<file path="src/rtl/dispatch_issue.sv">
// Dispatch/issue stage: picks 0-2 in-order instructions from the queue
// heads, tracks pending load destinations and registers the issued pair.
module dispatch_issue #(
  parameter logic [2:0] LOAD_SEL   = 3'b101,
  parameter logic [2:0] MEM_SEL_LO = 3'b100,
  parameter logic [2:0] SERIAL_SEL = 3'b111
) (
  input  logic             clk,
  input  logic             rst,
  input  logic             flush,
  input  logic             ex_stall,
  input  logic [1:0]       dispatch_inst_valid,
  input  logic [1:0][31:0] dispatch_pc_out,
  input  logic [1:0][31:0] dispatch_inst_out,
  input  logic [1:0][7:0]  dispatch_aluop,
  input  logic [1:0][2:0]  dispatch_alusel,
  input  logic [1:0][31:0] dispatch_imm,
  input  logic [1:0]       dispatch_reg_writen_en,
  input  logic [1:0]       dispatch_reg1_read_en,
  input  logic [1:0]       dispatch_reg2_read_en,
  input  logic [1:0][4:0]  dispatch_reg1_read_addr,
  input  logic [1:0][4:0]  dispatch_reg2_read_addr,
  input  logic [1:0][4:0]  dispatch_reg_write_addr,
  input  logic             wb_valid,
  input  logic [4:0]       wb_addr,
  output logic [1:0]       invalid_en,
  output logic [1:0]       issue_valid,
  output logic [1:0][31:0] issue_pc,
  output logic [1:0][31:0] issue_inst,
  output logic [1:0][7:0]  issue_aluop,
  output logic [1:0][2:0]  issue_alusel,
  output logic [1:0][31:0] issue_imm,
  output logic [1:0]       issue_reg_writen_en,
  output logic [1:0]       issue_reg1_read_en,
  output logic [1:0]       issue_reg2_read_en,
  output logic [1:0][4:0]  issue_reg1_read_addr,
  output logic [1:0][4:0]  issue_reg2_read_addr,
  output logic [1:0][4:0]  issue_reg_write_addr,
  output logic [31:0]      dual_issue_cnt,
  output logic [31:0]      hazard_stall_cnt
);

  logic [31:0] sb_q, sb_d, sb_eff, wb_clr, sb_set;
  logic [1:0]  hz, mem, ser;
  logic        dep, go0, go1, stall_evt;

  always_comb begin
    wb_clr = '0;
    if (wb_valid) wb_clr = 32'd1 << wb_addr;
    // a writeback this cycle releases its register immediately
    sb_eff = sb_q & ~wb_clr;
    hz  = '0;
    mem = '0;
    ser = '0;
    for (int i = 0; i < 2; i++) begin
      hz[i] = (dispatch_reg1_read_en[i] &&
               dispatch_reg1_read_addr[i] != 5'd0 &&
               sb_eff[dispatch_reg1_read_addr[i]]) ||
              (dispatch_reg2_read_en[i] &&
               dispatch_reg2_read_addr[i] != 5'd0 &&
               sb_eff[dispatch_reg2_read_addr[i]]) ||
              (dispatch_reg_writen_en[i] &&
               dispatch_reg_write_addr[i] != 5'd0 &&
               sb_eff[dispatch_reg_write_addr[i]]);
      mem[i] = dispatch_alusel[i] >= MEM_SEL_LO;
      ser[i] = dispatch_alusel[i] == SERIAL_SEL;
    end
    dep = dispatch_reg_writen_en[0] &&
          dispatch_reg_write_addr[0] != 5'd0 &&
          ((dispatch_reg1_read_en[1] &&
            dispatch_reg1_read_addr[1] == dispatch_reg_write_addr[0]) ||
           (dispatch_reg2_read_en[1] &&
            dispatch_reg2_read_addr[1] == dispatch_reg_write_addr[0]) ||
           (dispatch_reg_writen_en[1] &&
            dispatch_reg_write_addr[1] == dispatch_reg_write_addr[0]));
    go0 = dispatch_inst_valid[0] & ~hz[0] & ~ex_stall & ~flush;
    go1 = go0 & dispatch_inst_valid[1] & ~hz[1] & ~dep &
          ~ser[0] & ~ser[1] & ~(mem[0] & mem[1]);
    stall_evt = dispatch_inst_valid[0] & hz[0] & ~flush & ~ex_stall;
    sb_set = '0;
    for (int i = 0; i < 2; i++) begin
      if ((i == 0 ? go0 : go1) &&
          dispatch_alusel[i] == LOAD_SEL &&
          dispatch_reg_writen_en[i] &&
          dispatch_reg_write_addr[i] != 5'd0)
        sb_set = sb_set | (32'd1 << dispatch_reg_write_addr[i]);
    end
    sb_d = ((sb_q & ~wb_clr) | sb_set) & ~32'd1;
    if (flush) sb_d = '0;
  end

  assign invalid_en = rst ? 2'b00 : {go1, go0};

  always_ff @(posedge clk or posedge rst) begin
    if (rst) begin
      sb_q                 <= '0;
      dual_issue_cnt       <= '0;
      hazard_stall_cnt     <= '0;
      issue_valid          <= '0;
      issue_pc             <= '0;
      issue_inst           <= '0;
      issue_aluop          <= '0;
      issue_alusel         <= '0;
      issue_imm            <= '0;
      issue_reg_writen_en  <= '0;
      issue_reg1_read_en   <= '0;
      issue_reg2_read_en   <= '0;
      issue_reg1_read_addr <= '0;
      issue_reg2_read_addr <= '0;
      issue_reg_write_addr <= '0;
    end else begin
      sb_q <= sb_d;
      if (go1) dual_issue_cnt <= dual_issue_cnt + 32'd1;
      if (stall_evt) hazard_stall_cnt <= hazard_stall_cnt + 32'd1;
      if (flush) begin
        issue_valid <= '0;
      end else if (!ex_stall) begin
        issue_valid          <= {go1, go0};
        issue_pc             <= dispatch_pc_out;
        issue_inst           <= dispatch_inst_out;
        issue_aluop          <= dispatch_aluop;
        issue_alusel         <= dispatch_alusel;
        issue_imm            <= dispatch_imm;
        issue_reg_writen_en  <= dispatch_reg_writen_en;
        issue_reg1_read_en   <= dispatch_reg1_read_en;
        issue_reg2_read_en   <= dispatch_reg2_read_en;
        issue_reg1_read_addr <= dispatch_reg1_read_addr;
        issue_reg2_read_addr <= dispatch_reg2_read_addr;
        issue_reg_write_addr <= dispatch_reg_write_addr;
      end
    end
  end

endmodule

</file>
<file path="config.mk">
export PLATFORM = sky130hd
export DESIGN_NAME = dispatch_issue
export DESIGN_NICKNAME = d
export VERILOG_FILES = /design/src/rtl/dispatch_issue.sv
export SDC_FILE = /design/constraint.sdc
export NUM_CORES = 1
export LEC_CHECK = 0
export ABC_AREA = 1
export CAP_MARGIN = 15
export CORE_AREA = 2 2 225 227
export DETAILED_ROUTE_END_ITERATION = 8
export DIE_AREA = 0 0 227 229
export PLACE_DENSITY_LB_ADDON = 0.3
export RECOVER_POWER = 50
export SLEW_MARGIN = 10
export SYNTH_ARGS = -nofsm -noshare
export SYNTH_HDL_FRONTEND = slang
export SYNTH_SLANG_ARGS = --single-unit
export TNS_END_PERCENT = 10
</file>
<file path="constraint.sdc">
create_clock -name clk -period 29.4 [get_ports clk]
set_input_delay 4.41 -clock clk [delete_from_list [all_inputs] [get_ports clk]]
set_output_delay 4.41 -clock clk [all_outputs]
set_load 0.005 [all_outputs]
</file>
==> impl_metrics.json <==
{
  "p_leak_nw": 12.3,
  "timing.setup.tns_ns": 0,
  "die_h_um": 229,
  "p_seq_frac": 0.416,
  "p_int_mw": 0.973,
  "clockBufferDepth": 3,
  "outcome": "finished with violations",
  "critPathLaunch": "flush",
  "drive_gt1_frac": 0.0380,
  "max_stage_delay_ns": 5.26,
  "root_buffer": "clkbuf_16",
  "port_buffers": 579,
  "cts_resized": 0,
  "die_width_um": 227,
  "drt_iter0_drc": 1982,
  "slew_headroom": -2.55,
  "synth.avg_cell_area_um2": 7.43,
  "async_flop_share": 1.00,
  "cts_tree": "yes",
  "required_ns": 29.85,
  "crit_buf_inv": 5,
  "critPathTopFamily": "buffers and inverters",
  "start_util": 0.348,
  "via_count": 18000,
  "fin_crit_ns": 14.88,
  "wl_per_cell_um": 20.9,
  "syn_nets": 2589,
  "ff2ff_path_depth": 16,
  "fin_crit_sh": 0.506,
  "dp_hpwl_um": 54400,
  "synth-main-ff-cell": "dfrtp_1",
  "postSynthCellCount": 2325,
  "clkSlewWorstSetupHoldPaths_ns": 0.06,
  "clock_skew_ns": 0.0167,
  "swShare": 0.274,
  "cp-end-kind": "register",
  "crit_path_start_kind": "input port",
  "cts_setup_buffers": 0,
  "grt_pass1_vias": 17600,
  "cp-endpoint": "issue_imm[32]",
  "rsz0062_at_grt": "no",
  "final_antenna_net_count": 0,
  "clk_latency_ns": 0.57,
  "yosysUniqueCellTypes": 36,
  "r2r_end": "sb_q[5]",
  "violations": "capacitance limit, slew limit",
  "hold_violations": 0,
  "max_freq_mhz": 67.2,
  "switchingPower_mw": 0.367,
  "postCtsHoldBufs": 0,
  "drt_first_pass_iters": 6,
  "mostFrequentLayoutCell": "nand2_1",
  "nets": 3101,
  "ios": 580,
  "maxCapViolations": 6,
  "r2r-start": "sb_q[24]",
  "synth-seq-cells": 347,
  "path_depth": 8,
  "maxSlewViolCount": 481,
  "avgViaCountPerCell": 5.07,
  "wl_um": 74300,
  "grt-ovfl-total": 0,
  "grtUsageTotal": 0.281,
  "crit_slowest_cell": "clkinvlp_2",
  "grt_antenna_before_repair": 13,
  "ir_drop_mv": 0.0383,
  "htreeDepth": 2,
  "critPathArrivalTime_ns": 15.33,
  "r2r_slack_ns": 25.99,
  "drc": 0,
  "cts_sinks": 347,
  "grt_pass1_wl_um": 111000,
  "clkPwrFrac": 0.392,
  "cp_max_fo": 168,
  "cts_made_buffers": 40,
  "critical_path_class": "input port to register",
  "synth_edf_count": 0,
  "grt_max_degree": 169,
  "setup-violations-final": 0,
  "critical_path.cell_chain": "dlygate4sd3_1 -> clkbuf_1 -> nor2_1 -> clkbuf_1 -> clkinvlp_2 -> buf_4 -> nand2_1 -> nand2_1",
  "seq_area_frac_synth": 0.503,
  "dieArea_mm2": 0.0520,
  "holdPathStages": 2,
  "rows": 82,
  "num-fill-cells": 4901,
  "worst_slew_pin_slew_ns": 5.32,
  "power_mw": 1.34,
  "area_growth_pct": 44.0,
  "comb_power_share": 0.192,
  "synth_area_mm2": 0.0173,
  "yosysWarnings": 0,
  "hp-class": "register to register",
  "power_density_mw_per_mm2": 53.9,
  "core_area_mm2": 0.0497,
  "place.gp.congestion": 0.981,
  "fin_util": 0.501,
  "mostFrequentLayoutCells": "1040 x nand2_1, 347 x dfrtp_1, 318 x dlygate4sd3_1"
}
==> power groups by stage <==
stage / logic [mW] / clock network (mW) / registers [mW]
floorplan: 0.0904 / 0 / 0.567
global placement: 0.273 / 0 / 0.564
detailed placement: 0.273 / 0 / 0.566
CTS: 0.275 / 0.538 / 0.559
global route: 0.283 / 0.559 / 0.563
finish: 0.257 / 0.525 / 0.557
==> worst min-delay path, stage by stage, from the launching register on <==
cell     delay [ns]
dfrtp_1        0.33
nand2_1        0.05
nand2_1        0.05
==> cell families after synthesis <==
kind of cell               Yosys count  synth area share
DFF                                347             0.503
buffers and inverters              216            0.0522
and+or+nand+nor                   1598             0.380
AOI/OAI and AO/OA                   97            0.0307
adders and majority gates            2           0.00145
xor gates and xnor gates            65            0.0330
==> sequential cells by signal, summed over array words and instances, names as in the netlist, 10 cells and up <==
signal and flops:
issue_imm 64, dual_issue_cnt 32, issue_reg_write_addr 10, issue_inst 64, issue_reg2_read_addr 10, sb_q 31
issue_pc 64, hazard_stall_cnt 32, issue_aluop 16, issue_reg1_read_addr 10
==> per-stage QoR <==
stage / hold WS [ns] / worst slack, ns / area (um2) / std cells
detailed placement: 0.457 / 16.38 / 23500 / 3466
global route: 0.478 / 13.34 / 24900 / 3546
global placement: 0.453 / 16.35 / 23500 / 3466
floorplan: 0.465 / 15.37 / 17300 / 2325
finish: 0.461 / 14.52 / 24900 / 3548
CTS: 0.472 / 16.37 / 24900 / 3538
==> cell usage after synthesis, types with 2 or more instances <==
master	number	area, um2
buf_2	19	95.1
nand2_2	7	43.8
xnor2_1	26	228
dfrtp_1	347	8680
nand2_1	1040	3900
nor2_2	13	81.3
o22ai_1	4	25.0
o41ai_1	3	26.3
a21oi_1	42	210
clkbuf_1	89	334
buf_4	4	30.0
nor3_1	18	90.1
o21ai_0	37	185
nand4_1	57	357
inv_2	5	18.8
buf_1	4	15.0
nor2_1	229	860
o21ai_1	3	15.0
inv_1	87	327
xor2_1	39	342
o211ai_1	2	15.0
a221oi_1	3	26.3
ha_1	2	25.0
nor2_4	2	22.5
o21ai_2	2	17.5
nor4_1	9	56.3
nand3_1	217	1090
buf_6	7	78.8
==> routing by layer <==
layer  global-route usage  vias to the layer above  share of wire
met5                    0                        -        0.00085
met4               0.0978                       10          0.034
met2                0.440                      877           0.46
met1                0.366                     8562           0.40
li1                     -                     8389              -
met3               0.0894                      150           0.11
==> layout make-up <==
type | instances | area (um2) | area share
inverter | 93 | 352 | 0.0141
timing repair buffer | 593 | 5890 | 0.237
clock buffer | 60 | 1200 | 0.0481
sequential | 347 | 8680 | 0.349
tap | 672 | 841 | 0.0338
multi-input combinational | 1762 | 7690 | 0.309
antenna | 9 | 22.5 | 0.000905
clock inverter | 12 | 201 | 0.00810
==> worst min-delay path by stage <==
stage / end / start / slack [ns]
finish: issue_imm[17] / issue_imm[17] / 0.46
global route: issue_imm[36] / issue_imm[36] / 0.48
CTS: issue_imm[36] / issue_imm[36] / 0.47
detailed placement: issue_imm[11] / issue_imm[11] / 0.46
global placement: issue_pc[30] / issue_pc[30] / 0.45
floorplan: issue_aluop[0] / issue_aluop[0] / 0.47
Power figures use the tool's default switching activity.
